--- src/rtl/soc_decerr_pkg.sv ---
// Shared types and constants for the SoC default (decode-error) slave.
// IdWidthSlave mirrors the SoC-level slave-side ID width: 4 master ID bits + clog2(4 masters).
package soc_decerr_pkg;

  localparam int unsigned NumMasters   = 4;
  localparam int unsigned IdWidthMst   = 4;
  localparam int unsigned IdWidthSlave = IdWidthMst + $clog2(NumMasters);

  localparam logic [1:0] RESP_DECERR = 2'b11;

  typedef enum logic [1:0] {
    W_IDLE = 2'd0,
    W_DATA = 2'd1,
    W_RESP = 2'd2
  } w_state_e;

  typedef enum logic {
    R_IDLE = 1'b0,
    R_DATA = 1'b1
  } r_state_e;

endpackage

--- src/rtl/soc_decerr_responder.sv ---
// AXI default slave: terminates unmapped transactions with DECERR on every B and R beat.
// Optional first-error capture is built only when DECERR_CAPTURE_EN is defined.
module soc_decerr_responder
  import soc_decerr_pkg::*;
#(
  parameter int unsigned             IdWidth   = IdWidthSlave,
  parameter int unsigned             DataWidth = 64,
  parameter logic [DataWidth-1:0]    RespData  = DataWidth'(64'hBADC_AB1E_BADC_AB1E)
) (
  input  logic                 clk_i,
  input  logic                 rst_i,

  input  logic                 aw_valid_i,
  output logic                 aw_ready_o,
  input  logic [IdWidth-1:0]   aw_id_i,
  input  logic [7:0]           aw_len_i,

  input  logic                 w_valid_i,
  output logic                 w_ready_o,
  input  logic                 w_last_i,

  output logic                 b_valid_o,
  input  logic                 b_ready_i,
  output logic [IdWidth-1:0]   b_id_o,
  output logic [1:0]           b_resp_o,

  input  logic                 ar_valid_i,
  output logic                 ar_ready_o,
  input  logic [IdWidth-1:0]   ar_id_i,
  input  logic [7:0]           ar_len_i,

  output logic                 r_valid_o,
  input  logic                 r_ready_i,
  output logic [IdWidth-1:0]   r_id_o,
  output logic [DataWidth-1:0] r_data_o,
  output logic [1:0]           r_resp_o,
  output logic                 r_last_o,

  output logic                 err_valid_o,
  output logic                 err_is_write_o,
  output logic [IdWidth-1:0]   err_id_o,
  input  logic                 err_clr_i
);

  w_state_e           w_state_q, w_state_d;
  r_state_e           r_state_q, r_state_d;
  logic [IdWidth-1:0] b_id_q;
  logic [IdWidth-1:0] r_id_q;
  logic [7:0]         r_cnt_q;

  logic aw_hs, ar_hs, r_hs;

  // Burst length is never compared with the W beat count; only w_last_i ends a write.
  logic unused_aw_len;
  assign unused_aw_len = ^aw_len_i;

  assign aw_hs = aw_valid_i & aw_ready_o;
  assign ar_hs = ar_valid_i & ar_ready_o;
  assign r_hs  = r_valid_o & r_ready_i;

  // ---------------- write channel ----------------
  always_ff @(posedge clk_i or posedge rst_i) begin
    if (rst_i) begin
      w_state_q <= W_IDLE;
      b_id_q    <= '0;
    end else begin
      w_state_q <= w_state_d;
      if (aw_hs) b_id_q <= aw_id_i;
    end
  end

  always_comb begin
    w_state_d  = w_state_q;
    aw_ready_o = 1'b0;
    w_ready_o  = 1'b0;
    b_valid_o  = 1'b0;
    unique case (w_state_q)
      W_IDLE: begin
        aw_ready_o = 1'b1;
        if (aw_valid_i) w_state_d = W_DATA;
      end
      W_DATA: begin
        w_ready_o = 1'b1;
        if (w_valid_i && w_last_i) w_state_d = W_RESP;
      end
      W_RESP: begin
        b_valid_o = 1'b1;
        if (b_ready_i) w_state_d = W_IDLE;
      end
      default: w_state_d = W_IDLE;
    endcase
  end

  assign b_id_o   = b_id_q;
  assign b_resp_o = RESP_DECERR;

  // ---------------- read channel ----------------
  // r_cnt_q holds the remaining beats after the current one, so it never wraps.
  always_ff @(posedge clk_i or posedge rst_i) begin
    if (rst_i) begin
      r_state_q <= R_IDLE;
      r_id_q    <= '0;
      r_cnt_q   <= '0;
    end else begin
      r_state_q <= r_state_d;
      if (ar_hs) begin
        r_id_q  <= ar_id_i;
        r_cnt_q <= ar_len_i;
      end else if (r_hs && !r_last_o) begin
        r_cnt_q <= r_cnt_q - 8'd1;
      end
    end
  end

  always_comb begin
    r_state_d  = r_state_q;
    ar_ready_o = 1'b0;
    r_valid_o  = 1'b0;
    r_last_o   = 1'b0;
    unique case (r_state_q)
      R_IDLE: begin
        ar_ready_o = 1'b1;
        if (ar_valid_i) r_state_d = R_DATA;
      end
      R_DATA: begin
        r_valid_o = 1'b1;
        r_last_o  = (r_cnt_q == 8'd0);
        if (r_ready_i && r_last_o) r_state_d = R_IDLE;
      end
      default: r_state_d = R_IDLE;
    endcase
  end

  assign r_id_o   = r_id_q;
  assign r_data_o = RespData;
  assign r_resp_o = RESP_DECERR;

  // ---------------- first-error capture ----------------
`ifdef DECERR_CAPTURE_EN
  logic               err_valid_q;
  logic               err_is_write_q;
  logic [IdWidth-1:0] err_id_q;

  // Clear beats a same-cycle handshake; AW takes priority over AR.
  always_ff @(posedge clk_i or posedge rst_i) begin
    if (rst_i) begin
      err_valid_q    <= 1'b0;
      err_is_write_q <= 1'b0;
      err_id_q       <= '0;
    end else if (err_clr_i) begin
      err_valid_q    <= 1'b0;
      err_is_write_q <= 1'b0;
      err_id_q       <= '0;
    end else if (!err_valid_q && aw_hs) begin
      err_valid_q    <= 1'b1;
      err_is_write_q <= 1'b1;
      err_id_q       <= aw_id_i;
    end else if (!err_valid_q && ar_hs) begin
      err_valid_q    <= 1'b1;
      err_is_write_q <= 1'b0;
      err_id_q       <= ar_id_i;
    end
  end

  assign err_valid_o    = err_valid_q;
  assign err_is_write_o = err_is_write_q;
  assign err_id_o       = err_id_q;
`else
  logic unused_err_clr;
  assign unused_err_clr = err_clr_i;

  assign err_valid_o    = 1'b0;
  assign err_is_write_o = 1'b0;
  assign err_id_o       = '0;
`endif

endmodule

--- config.mk ---
export PLATFORM = sky130hd
export DESIGN_NAME = soc_decerr_responder
export DESIGN_NICKNAME = d
export VERILOG_FILES = /design/src/rtl/soc_decerr_pkg.sv /design/src/rtl/soc_decerr_responder.sv
export SDC_FILE = /design/constraint.sdc
export NUM_CORES = 1
export LEC_CHECK = 0
export BUFFER_PORTS_ARGS = -buffer_cell sky130_fd_sc_hd__clkbuf_2
export CAP_MARGIN = 20
export CORE_ASPECT_RATIO = 1.1
export CORE_MARGIN = 1
export CORE_UTILIZATION = 44
export DETAILED_ROUTE_END_ITERATION = 16
export PLACE_DENSITY = 0.92
export SLEW_MARGIN = 10
export SYNTH_ARGS = -nofsm -noshare
export SYNTH_HDL_FRONTEND = slang
export SYNTH_SLANG_ARGS = --single-unit
--- constraint.sdc ---
create_clock -name clk_i -period 3.9 [get_ports clk_i]
set_clock_uncertainty 0.15 [all_clocks]
set_input_delay 0.39 -clock clk_i [delete_from_list [all_inputs] [get_ports clk_i]]
set_output_delay 0.39 -clock clk_i [all_outputs]
set_load 0.02 [all_outputs]
### Yosys cells after proc, flatten, opt, wreduce, memory -nomap -nowiden

Index checks and enable logic that the tools add are counted.

| storage, ports and cells | value |
|---|---|
| bits in registers | 23 |
| bits in latches | 0 |
| RAM bits | 0 |
| ROM bits | 0 |
| input port bits | 37 |
| word-level logic and storage cells | 38 |
| memories kept | 0 |

| cells by class | value |
|---|---|
| add/sub/neg operators | 1 |
| $mul | 0 |
| div/mod/pow operators | 0 |
| order comparisons | 0 |
| equality and inequality tests | 5 |
| shift-type cells | 0 |
| muxes and demuxes | 15 |
| bitwise operators | 4 |
| reduce and logical (&&, ||, !) cells | 8 |

Operator list:

| kind | count |
|---|---|
| $mux W8 | 2 |
| $logic_not A8 Y1 | 1 |
| $mux W1 | 8 |
| $sub A8 B1 Y8 const B | 1 |
| $mux W2 | 3 |
| $ne A2 B2 Y1 const B | 3 |
| $pmux W2 S3 | 1 |
| $and A1 B1 Y1 | 3 |
| $logic_and A1 B1 Y1 | 3 |
| $reduce_and A3 Y1 | 1 |
| $eq A2 B1 Y1 const B | 1 |
| $eq A2 B2 Y1 const B | 1 |
| $logic_not A2 Y1 | 1 |
| $pmux W1 S2 | 1 |
| $reduce_bool A2 Y1 | 1 |
| $logic_not A1 Y1 | 1 |
| $not A1 Y1 | 1 |

### Longest topological paths before layout

Gate-level depths: netlist (run 1).

| depth | value |
|---|---|
| depth in word-level cells | 6 |
| mapped depth | 7 |
| depth with buffers taken out | 6 |

### Worst setup path after synthesis (run 1)

OpenSTA, ideal clock, no wires.

| timing path | value |
|---|---|
| path type | register to register |
| from | register w_state_q[1] |
| to | register b_id_q[0], in the netlist b_id_o[0] |
| data arrival time | 1.466 ns |
| required time | 3.625 ns |
| path slack | 2.159 ns |
| cell stages (with the launch flop) | 5 |
| clock period less this slack | 1.741 ns |
| cell sequence | dfrtp_1 nor2_1 and2_1 clkbuf_1 mux2_2 |

| on the way | value |
|---|---|
| longest elaborated chain between the ends | 3 |

Ends and longest elaborated chain:

| item | RTL line | source |
|---|---|---|
| from (decl) | soc_decerr_responder.sv:45 | `w_state_e w_state_q, w_state_d;` |
| from (signal assigned) | soc_decerr_responder.sv:67 | `w_state_q <= w_state_d;` |
| $logic_not A2 Y1 | soc_decerr_responder.sv:77 | `unique case (w_state_q)` |
| $mux W1 | soc_decerr_responder.sv:77 |  |
| via aw_ready_o | soc_decerr_responder.sv:14 | `output logic aw_ready_o,` |
| $and A1 B1 Y1 | soc_decerr_responder.sv:57 | `assign aw_hs = aw_valid_i & aw_ready_o;` |
| to (signal assigned) | soc_decerr_responder.sv:68 | `if (aw_hs) b_id_q <= aw_id_i;` |
| to (decl) | soc_decerr_responder.sv:47 | `logic [IdWidth-1:0] b_id_q;` |

The timed path passes the listed nets, and every way through them passes these cells.
A chain may end at the register's enable or synchronous reset.

### Worst setup path in the final report (run 1)

| timing path | value |
|---|---|
| from | register r_cnt_q[0] |
| to | output r_last_o |

| on the way | value |
|---|---|
| longest elaborated chain between the ends | 2 |

Ends and longest elaborated chain:

| item | RTL line | source |
|---|---|---|
| from (decl) | soc_decerr_responder.sv:49 | `logic [7:0] r_cnt_q;` |
| from (signal assigned) | soc_decerr_responder.sv:108 | `r_cnt_q <= ar_len_i;` |
| from (signal assigned) | soc_decerr_responder.sv:110 | `r_cnt_q <= r_cnt_q - 8'd1;` |
| $logic_not A8 Y1 | soc_decerr_responder.sv:127 | `r_last_o = (r_cnt_q == 8'd0);` |
| $mux W1 | soc_decerr_responder.sv:120 | `unique case (r_state_q)` |
| to (decl) | soc_decerr_responder.sv:37 | `output logic r_last_o,` |

Every way passes these cells.

==> impl_metrics.yaml, run 1 <==
drt:
  drt-initial-drc-count: 32
  num_vias: 1203
  drtPass1Iterations: 4
  routed_wl_um: 2830
  via_per_inst: 4.19
  wire_per_inst_um: 9.86
  drc: 0
  ant_nets: 0
worst_hold_path:
  hold_path_class: "input port to asynchronous set/reset pin"
synthesis:
  syn_inst: 195
  synth_ff_type: "dfrtp_1"
  synth-seq-cells: 23
  ys_warn_count: 0
  syn_avg_cell_area_sq_um: 8.93
  async_flop_share: 1.00
  synth_top_area_frac: 0.330
  yosys.area.top_type: "dfrtp_1"
  synth_edf_count: 0
  yosys-top-cells-area: "dfrtp_1 33%, buf_4 33%, nand2_1 4.7%"
  synth.cell_area_sq_um: 1740
  synth_seq_area_share: 0.330
  netlist-cell-type-count: 35
die:
  die_h_um: 68.0
  initial_core_util: 0.469
  die_area_sq_um: 4210
  ioPinCount: 131
  core_sq_um: 3710
  dieWidth_um: 62.0
  rows: 23
timing:
  rsz0062_at_grt: "false"
  fin_crit_ns: 2.13
  whs_ns: 0.121
  tns_ns: 0
  slew-limit-headroom: 0.411
  setup_violations: 0
  tightest_slew_ns: 0.882
  drv_slew: 0
  hold_violations: 0
  fin_crit_sh: 0.547
  fmax_ghz: 0.469
clocking:
  cts-resized-gates: 0
  post_cts_buffers: 0
  cts-buffers-inserted: 3
  cts_tree: "yes"
  clock_path_buffers: 2
  cts.clk_slew.worst_paths_ns: 0.08
  cts_root_buf: "clkbuf_8"
  worstSkewPairLatency_ns: 0.27
  cts.sinks: 23
  cts-htree-levels: 1
  ctsHoldBuffers: 0
worst_setup_path:
  crit_family: "simple AND/OR/NAND/NOR gates"
  crit_chain: "inv_1, ha_1, nor3b_2, and3_2, clkbuf_2"
  r2r_start: "r_state_q$_DFF_PP0_"
  worst-path-buf-inv: 2
  r2r-end: "r_cnt_q[5]$_DFFE_PP0P_"
  path_depth: 5
  reg2regPathDepth: 4
  arrival_ns: 1.59
  cp_max_fo: 5
  cp.required_ns: 3.36
  critPathCapture: "r_last_o"
  startpoint_type: "register"
  cp-end-kind: "output port"
  cp_slowest_cell: "dfrtp_1"
  rrSetupSlack_ns: 1.89
  setup.worst_path.start: "r_cnt_q[0]$_DFFE_PP0P_"
  crit_type: "register to output port"
  critPathMaxStageDelay_ns: 0.42
cells_and_area:
  antenna_cells: 0
  fin_nets: 277
  layout-drive-gt1-share: 0.262
  final_cell_mix: "76 x conb_1, 45 x clkbuf_2, 23 x dfrtp_1, 22 x nand2_1, 9 x nor2_1"
  final_common_cell: "conb_1"
  nFillCells: 372
  multi_input_area_sq_um: 803
  regArea_sq_um: 576
  areaGrowthSynthToFinish_pct: 0.0718
grt:
  grt-ovfl-total: 0
  globalRouteMet1Util: 0.158
  grt_pass1_vias: 915
  met2_usage: 0.233
  top_usage_layer: "met2"
  antenna_found_initial: 0
  grt_pass1_wl_um: 4140
  grt_use_total: 0.137
  grtUsageMet3: 0.0302
  grt_max_degree: 24
pwr:
  powerDensity_nw_per_um2: 641
  cellLeakagePower_nw: 0.974
  irDropWorstVdd_mv: 0.195
run_status:
  outcome: "finished, final reports clean"
placement:
  portBuffers: 45
  dp_hpwl_um: 2200
  gp_congestion: 0.839
run:
  drv_cap: 0
[cell usage after synthesis (2+ instances only)]
library cell / count
nor2_1: 9
a32o_1: 2
and3_2: 2
a32oi_1: 2
nor2b_1: 3
conb_1: 2
nand2_1: 22
buf_6: 2
mux2_2: 6
nor3b_1: 2
a21oi_1: 6
buf_4: 76
nor3_1: 2
ha_1: 2
clkbuf_1: 3
dfrtp_1: 23
o21ai_0: 8
inv_1: 6
[through the flow]
stage | setup WS (ns) | power (W) | std cells | area [sq um] | utilization
after global routing | 1.61 | 0.00122 | 287 | 1740 | 0.469
after detailed placement | 1.78 | 0.000973 | 282 | 1690 | 0.455
after CTS | 1.76 | 0.00113 | 286 | 1740 | 0.467
final | 1.77 | 0.00112 | 287 | 1740 | 0.469
after floorplan | 2.16 | 0.000889 | 269 | 2020 | -
after global placement | 1.89 | 0.000947 | 282 | 1690 | 0.455
[final cells by class]
cell class / instances / share of cell area
Clock inverter: 1 / 0.00287
Inverter: 6 / 0.0129
Multi-Input combinational cell: 158 / 0.461
Sequential cell: 23 / 0.330
Tap cell: 50 / 0.0359
Timing Repair Buffer: 46 / 0.134
Clock buffer: 3 / 0.0237
[how the worst min path moves through the flow]
stage / from / to / cells past startpoint
final: rst_i / r_cnt_q[5]$_DFFE_PP0P_ / 2
after CTS: ar_id_i[4] / r_id_o[4]$_DFFE_PP0P_ / 3
after floorplan: rst_i / b_id_o[0]$_DFFE_PP0P_ / 1
after detailed placement: r_id_o[2]$_DFFE_PP0P_ / r_id_o[2]$_DFFE_PP0P_ / 2
after global placement: r_id_o[0]$_DFFE_PP0P_ / r_id_o[0]$_DFFE_PP0P_ / 2
after global routing: ar_id_i[4] / r_id_o[4]$_DFFE_PP0P_ / 3
[worst reg2reg max path, cell delays in order (launching register included)]
cell	delay, ns
dfrtp_1	0.46
nand2b_1	0.58
a32o_1	0.43
nor2_2	0.07
o221a_1	0.22
[flip-flops by register name (all words and copies together) (netlist names)]
register / flops
r_state_q: 1
r_cnt_q: 8
r_id_o: 6
w_state_q: 2
b_id_o: 6
[cell families (layout without fill, tap and decap cells)]
family | count (synthesis) | in the layout | synth area share
other | 2 | 76 | 0.00431
and+or+nand+nor | 48 | 48 | 0.145
buffers and inverters | 88 | 56 | 0.368
adders and majority gates | 2 | 2 | 0.0144
muxes | 6 | 6 | 0.0388
DFF | 23 | 23 | 0.330
AOI/OAI and AO/OA | 26 | 26 | 0.0992
[report_power, final]
| part | switching [W] | internal (W) | leakage [nW] |
|---|---|---|---|
| sequential | 0.0000925 | 0.000349 | 0.275 |
| combinational | 0.000332 | 0.000193 | 0.674 |
| clock | 0.0000798 | 0.0000715 | 0.0255 |
[per-layer routing]
layer | vias to the layer above | wire [um] | share of wire
met5 | - | 0 | 0
met4 | 0 | 45 | 0.016
met3 | 4 | 222 | 0.078
met2 | 77 | 1470 | 0.52
met1 | 551 | 1090 | 0.39
li1 | 571 | - | -
Power figures use the tool's default switching activity.
==> run 2, diff against run 1 <==
--- a/config.mk
+++ b/config.mk
@@ -9,9 +9,9 @@
 export CAP_MARGIN = 20
 export CORE_ASPECT_RATIO = 1.1
 export CORE_MARGIN = 1
-export CORE_UTILIZATION = 44
+export CORE_UTILIZATION = 37
 export DETAILED_ROUTE_END_ITERATION = 16
-export PLACE_DENSITY = 0.92
+export PLACE_DENSITY = 0.83
 export SLEW_MARGIN = 10
 export SYNTH_ARGS = -nofsm -noshare
 export SYNTH_HDL_FRONTEND = slang
==> constraint.sdc (replaced) <==
create_clock -name clk_i -period 1.8 [get_ports clk_i]
set_clock_uncertainty 0.15 [all_clocks]
set_input_delay 0.18 -clock clk_i [delete_from_list [all_inputs] [get_ports clk_i]]
set_output_delay 0.18 -clock clk_i [all_outputs]
set_load 0.02 [all_outputs]
==> impl_metrics.yaml, run 2 (synthesis gave the netlist of run 1 again) <==
cells_and_area:
  antenna_cells: 0
  final_cell_mix: "76 x conb_1, 44 x clkbuf_2, 22 x nand2_1, 22 x dfrtp_1, 22 x buf_4"
  multi_input_area_sq_um: 842
  fin_util: 0.471
  areaGrowthSynthToFinish_pct: 19.2
  nFillCells: 446
  final_common_cell: "conb_1"
  largest_reg_flops: 8
  largest_register: "r_cnt_q"
  regArea_sq_um: 577
  layout-drive-gt1-share: 0.328
  instances_no_fill: 325
  fin_nets: 311
placement:
  dp_hpwl_um: 2310
  portBuffers: 45
  dp_cells: 299
  gp_congestion: 0.832
timing:
  setup_violations: 1
  fmax_ghz: 0.540
  setup_ws_ns: -0.0523
  fin_crit_sh: 1.03
  rsz0062_at_grt: "true"
  tns_ns: -0.0523
  drv_slew: 0
  hold_violations: 0
  fin_crit_ns: 1.85
worst_setup_path:
  startpoint_type: "register"
  crit_type: "register to output port"
  cp_max_fo: 3
  arrival_ns: 1.52
  cp-end-kind: "output port"
  cp.required_ns: 1.47
drt:
  via_per_inst: 4.12
  drt-initial-drc-count: 36
  num_vias: 1339
  ant_nets: 0
  drc: 0
  routed_wl_um: 3490
  drtPass1Iterations: 4
  wire_per_inst_um: 10.7
grt:
  grt_pass1_wl_um: 5180
  antenna_found_initial: 0
  grt_pass1_vias: 1176
  grt_use_total: 0.138
  grt_max_degree: 24
  grt-ovfl-total: 0
pwr:
  irDropWorstVdd_mv: 0.464
  switching_share: 0.432
  power_frac_clock: 0.114
  intPower_w: 0.00158
  switchingPower_w: 0.00120
  seq_power_share: 0.337
  power_w: 0.00278
  cellLeakagePower_nw: 1.13
  powerDensity_nw_per_um2: 1340
  combPwrFrac: 0.549
die:
  rows: 25
  die_h_um: 74.0
  initial_core_util: 0.395
  die_area_sq_um: 4990
  ioPinCount: 131
  dieWidth_um: 67.4
  core_sq_um: 4410
run:
  drv_cap: 0
clocking:
  cts_tree: "yes"
  worstSkewPairLatency_ns: 0.26
  cts-htree-levels: 1
  cts.sinks: 23
  cts.clk_slew.worst_paths_ns: 0.08
  clock_path_buffers: 2
  cts-buffers-inserted: 3
  cts_root_buf: "clkbuf_8"
run_status:
  violations: "negative setup slack"
  outcome: "finished with violations"
worst_hold_path:
  hold_path_class: "input port to register"
[run 2: changes by cell type in the layout (fill, tap and decap cells not counted), moves of 2 or more]
| cell | change |
|---|---|
| inv_1 | -2 |
| dlygate4sd3_1 | +12 |
| inv_2 | +2 |
| buf_4 | +21 |
[run 2: final cells by class]
cell class / count / share of cell area
Multi-Input combinational cell: 159 / 0.406
Sequential cell: 23 / 0.278
Timing Repair Buffer: 79 / 0.251
Tap cell: 54 / 0.0325
Clock buffer: 3 / 0.0199
Inverter: 6 / 0.0108
Clock inverter: 1 / 0.00241
[run 2: timing repair]
action,CTS,global route
resized for setup,9,4
pin swaps,3,2
hold endpoints to repair,34,0
setup endpoints to repair,2,4
buffers inserted,6,3
hold buffers,12,0
cloned,0,1
[run 2: power groups by stage]
| stage | registers, W | clock network [W] | logic (W) |
|---|---|---|---|
| after floorplan | 0.00110 | 0 | 0.000827 |
| after global placement | 0.000919 | 0 | 0.00126 |
| after detailed placement | 0.000930 | 0 | 0.00129 |
| final | 0.000935 | 0.000317 | 0.00152 |
| after CTS | 0.000935 | 0.000334 | 0.00143 |
| after global routing | 0.000964 | 0.000359 | 0.00168 |
[run 2: stage by stage]
stage	hold slack, ns	worst slack (ns)	cell area, sq um
2_1_floorplan	0.0319	0.0593	2020
3_3_place_gp	0.0742	0.0520	1790
3_5_place_dp	0.0741	-0.000932	1790
4_1_cts	0.00881	-0.0380	2040
5_1_grt	0.00254	-0.111	2080
6_report	0.0144	-0.0523	2080
[run 2: path summary, 6_finish.rpt]
path	startpoint	endpoint	slack, ns	cells after the start
max	r_cnt_q[1]$_DFFE_PP0P_	r_last_o	-0.05	6
min	aw_id_i[1]	b_id_o[1]$_DFFE_PP0P_	0.01	2
max reg2reg	r_cnt_q[1]$_DFFE_PP0P_	r_cnt_q[5]$_DFFE_PP0P_	0.02	7
min reg2reg	r_id_o[3]$_DFFE_PP0P_	r_id_o[3]$_DFFE_PP0P_	0.33	2
max in group asynchronous	rst_i	r_cnt_q[4]$_DFFE_PP0P_	0.92	4
min in group asynchronous	rst_i	r_state_q$_DFF_PP0_	0.33	4
[run 2: routing by layer]
metal / routed length, um / track usage
met4: 74 / 0.0615
met5: 0 / 0
met1: 1340 / 0.148
met2: 1810 / 0.258
met3: 269 / 0.0261
[run 2: critical path, stage by stage (launching register included)]
cell and delay [ns]:
dfrtp_1 0.40, inv_2 0.09, ha_4 0.13, nor3b_4 0.22, buf_4 0.15, and3_4 0.18
buf_8 0.10
==> run 3, diff against run 2 <==
==> constraint.sdc (replaced) <==
create_clock -name clk_i -period 1.8 [get_ports clk_i]
set_clock_uncertainty 0.15 [all_clocks]
set_input_delay 0.36 -clock clk_i [delete_from_list [all_inputs] [get_ports clk_i]]
set_output_delay 0.36 -clock clk_i [all_outputs]
set_load 0.02 [all_outputs]
==> impl_metrics.yaml, run 3 (synthesis gave the netlist of run 1 again) <==
clocking:
  cts.sinks: 23
  cts.clk_slew.worst_paths_ns: 0.08
  cts_root_buf: "clkbuf_8"
  cts-htree-levels: 1
  clock_path_buffers: 2
  cts_tree: "yes"
  cts-buffers-inserted: 3
  worstSkewPairLatency_ns: 0.26
drt:
  wl_met3_um: 181
  drt-initial-drc-count: 50
  routed_wl_um: 3370
  via_per_inst: 4.17
  wire_per_inst_um: 10.8
  num_vias: 1297
  drt-met1-wl_um: 1350
  drtPass1Iterations: 4
  maxUsedRoutingLayer: "met4"
  drc: 0
  ant_nets: 0
  wl_met2_um: 1780
cells_and_area:
  final_common_cell: "conb_1"
  largest_register: "r_cnt_q"
  instances_no_fill: 311
  antenna_cells: 0
  fin_util: 0.452
  final_cell_mix: "76 x conb_1, 44 x clkbuf_2, 23 x dfrtp_1, 22 x nand2_1, 18 x buf_4"
  nFillCells: 460
  layout-drive-gt1-share: 0.350
  design_area_sq_um: 1990
  regArea_sq_um: 576
  multi_input_area_sq_um: 892
  areaGrowthSynthToFinish_pct: 14.5
  largest_reg_flops: 8
  fin_nets: 297
worst_setup_path:
  startpoint_type: "register"
  critPathCapture: "r_last_o"
  rrSetupSlack_ns: -0.05
  cp_max_fo: 2
  reg2regPathDepth: 8
  r2r_start: "r_cnt_q[1]$_DFFE_PP0P_"
  arrival_ns: 1.41
  cp.required_ns: 1.29
  setup.worst_path.start: "r_cnt_q[1]$_DFFE_PP0P_"
  crit_type: "register to output port"
  r2r-end: "r_cnt_q[5]$_DFFE_PP0P_"
  cp-end-kind: "output port"
die:
  ioPinCount: 131
  die_h_um: 74.0
  dieWidth_um: 67.4
  core_sq_um: 4410
  rows: 25
  die_area_sq_um: 4990
  initial_core_util: 0.395
grt:
  antenna_found_initial: 0
  grt_pass1_vias: 1073
  grt_max_degree: 24
  grt_pass1_wl_um: 4730
  grt-ovfl-total: 0
  grt_use_total: 0.127
timing:
  fin_crit_sh: 1.07
  rsz0062_at_grt: "true"
  drv_slew: 0
  setup_ws_ns: -0.120
  fmax_ghz: 0.521
  setup_violations: 7
  fin_crit_ns: 1.92
  hold_violations: 0
run_status:
  violations: "negative setup slack"
  outcome: "finished with violations"
pwr:
  powerDensity_nw_per_um2: 1430
  switchingPower_w: 0.00125
  power_frac_clock: 0.112
  irDropWorstVdd_mv: 0.552
  cellLeakagePower_nw: 1.08
  combPwrFrac: 0.557
  seq_power_share: 0.330
  switching_share: 0.437
  intPower_w: 0.00161
placement:
  dp_cells: 298
  placed_area_sq_um: 1780
  gp_congestion: 0.806
  dp_hpwl_um: 2390
  portBuffers: 45
worst_hold_path:
  hold_path_class: "input port to register"
run:
  drv_cap: 0
run 3: cell types whose count changed in the layout (fill, tap and decap cells not counted), moves of 2 or more:
| cell | delta |
|---|---|
| a21oi_1 | -2 |
| buf_4 | -4 |
| dlygate4sd3_1 | -11 |
| nor3_1 | -2 |
| nor3_2 | +2 |
| o21ai_0 | -2 |
| o21ai_1 | +2 |
run 3: worst min-delay path by stage:
| stage | start | to | slack, ns | depth (start not counted) |
|---|---|---|---|---|
| final | ar_id_i[4] | r_id_o[4]$_DFFE_PP0P_ | 0.13 | 3 |
| after global routing | ar_id_i[3] | r_id_o[3]$_DFFE_PP0P_ | 0.14 | 3 |
| after CTS | ar_id_i[4] | r_id_o[4]$_DFFE_PP0P_ | 0.13 | 3 |
| after detailed placement | rst_i | r_cnt_q[5]$_DFFE_PP0P_ | 0.25 | 3 |
| after global placement | rst_i | r_cnt_q[6]$_DFFE_PP0P_ | 0.25 | 3 |
| after floorplan | rst_i | b_id_o[0]$_DFFE_PP0P_ | 0.21 | 1 |
run 3: critical path, cell delays in order, from the launching register on:
cell and delay, ns:
dfrtp_1 0.41, inv_2 0.10, ha_4 0.13, nor3b_4 0.19
and3_4 0.21, buf_8 0.10
run 3: stage by stage:
stage          TNS, ns  power, W  hold slack [ns]  setup slack [ns]
2_1_floorplan        0   0.00193            0.212            0.0593
3_3_place_gp         0   0.00219            0.254            0.0183
3_5_place_dp   -0.0678   0.00225            0.253           -0.0484
4_1_cts         -0.107   0.00272            0.129            -0.107
5_1_grt         -0.777   0.00307            0.139            -0.176
6_report        -0.322   0.00285            0.135            -0.120
run 3: routing by layer:
metal,up-vias,GRT usage
li1,615,-
met1,601,0.147
met2,77,0.229
met3,4,0.0153
met4,0,0.0615
met5,-,0
run 3: layout make-up:
class,count,area share
repair buffers,65,0.196
well taps,54,0.0339
flip-flops and latches,23,0.289
clock buffers,4,0.0226
multi-input cells,159,0.447
inverters,6,0.0113
run 3: power by group through the flow:
stage          clock [W]  combinational (W)  sequential (W)
5_1_grt         0.000355            0.00174        0.000977
4_1_cts         0.000333            0.00146        0.000935
6_report        0.000320            0.00159        0.000942
3_5_place_dp           0            0.00132        0.000930
3_3_place_gp           0            0.00127        0.000920
2_1_floorplan          0           0.000827         0.00110
run 3: what timing repair did:
| item | in CTS | in global routing |
|---|---|---|
| hold endpoints to repair | 23 | 0 |
| hold buffers | 1 | 0 |
| resized for setup | 11 | 13 |
| buffers inserted | 6 | 1 |
| pin swaps | 2 | 6 |
| gates cloned | 0 | 1 |
| setup endpoints to repair | 3 | 7 |
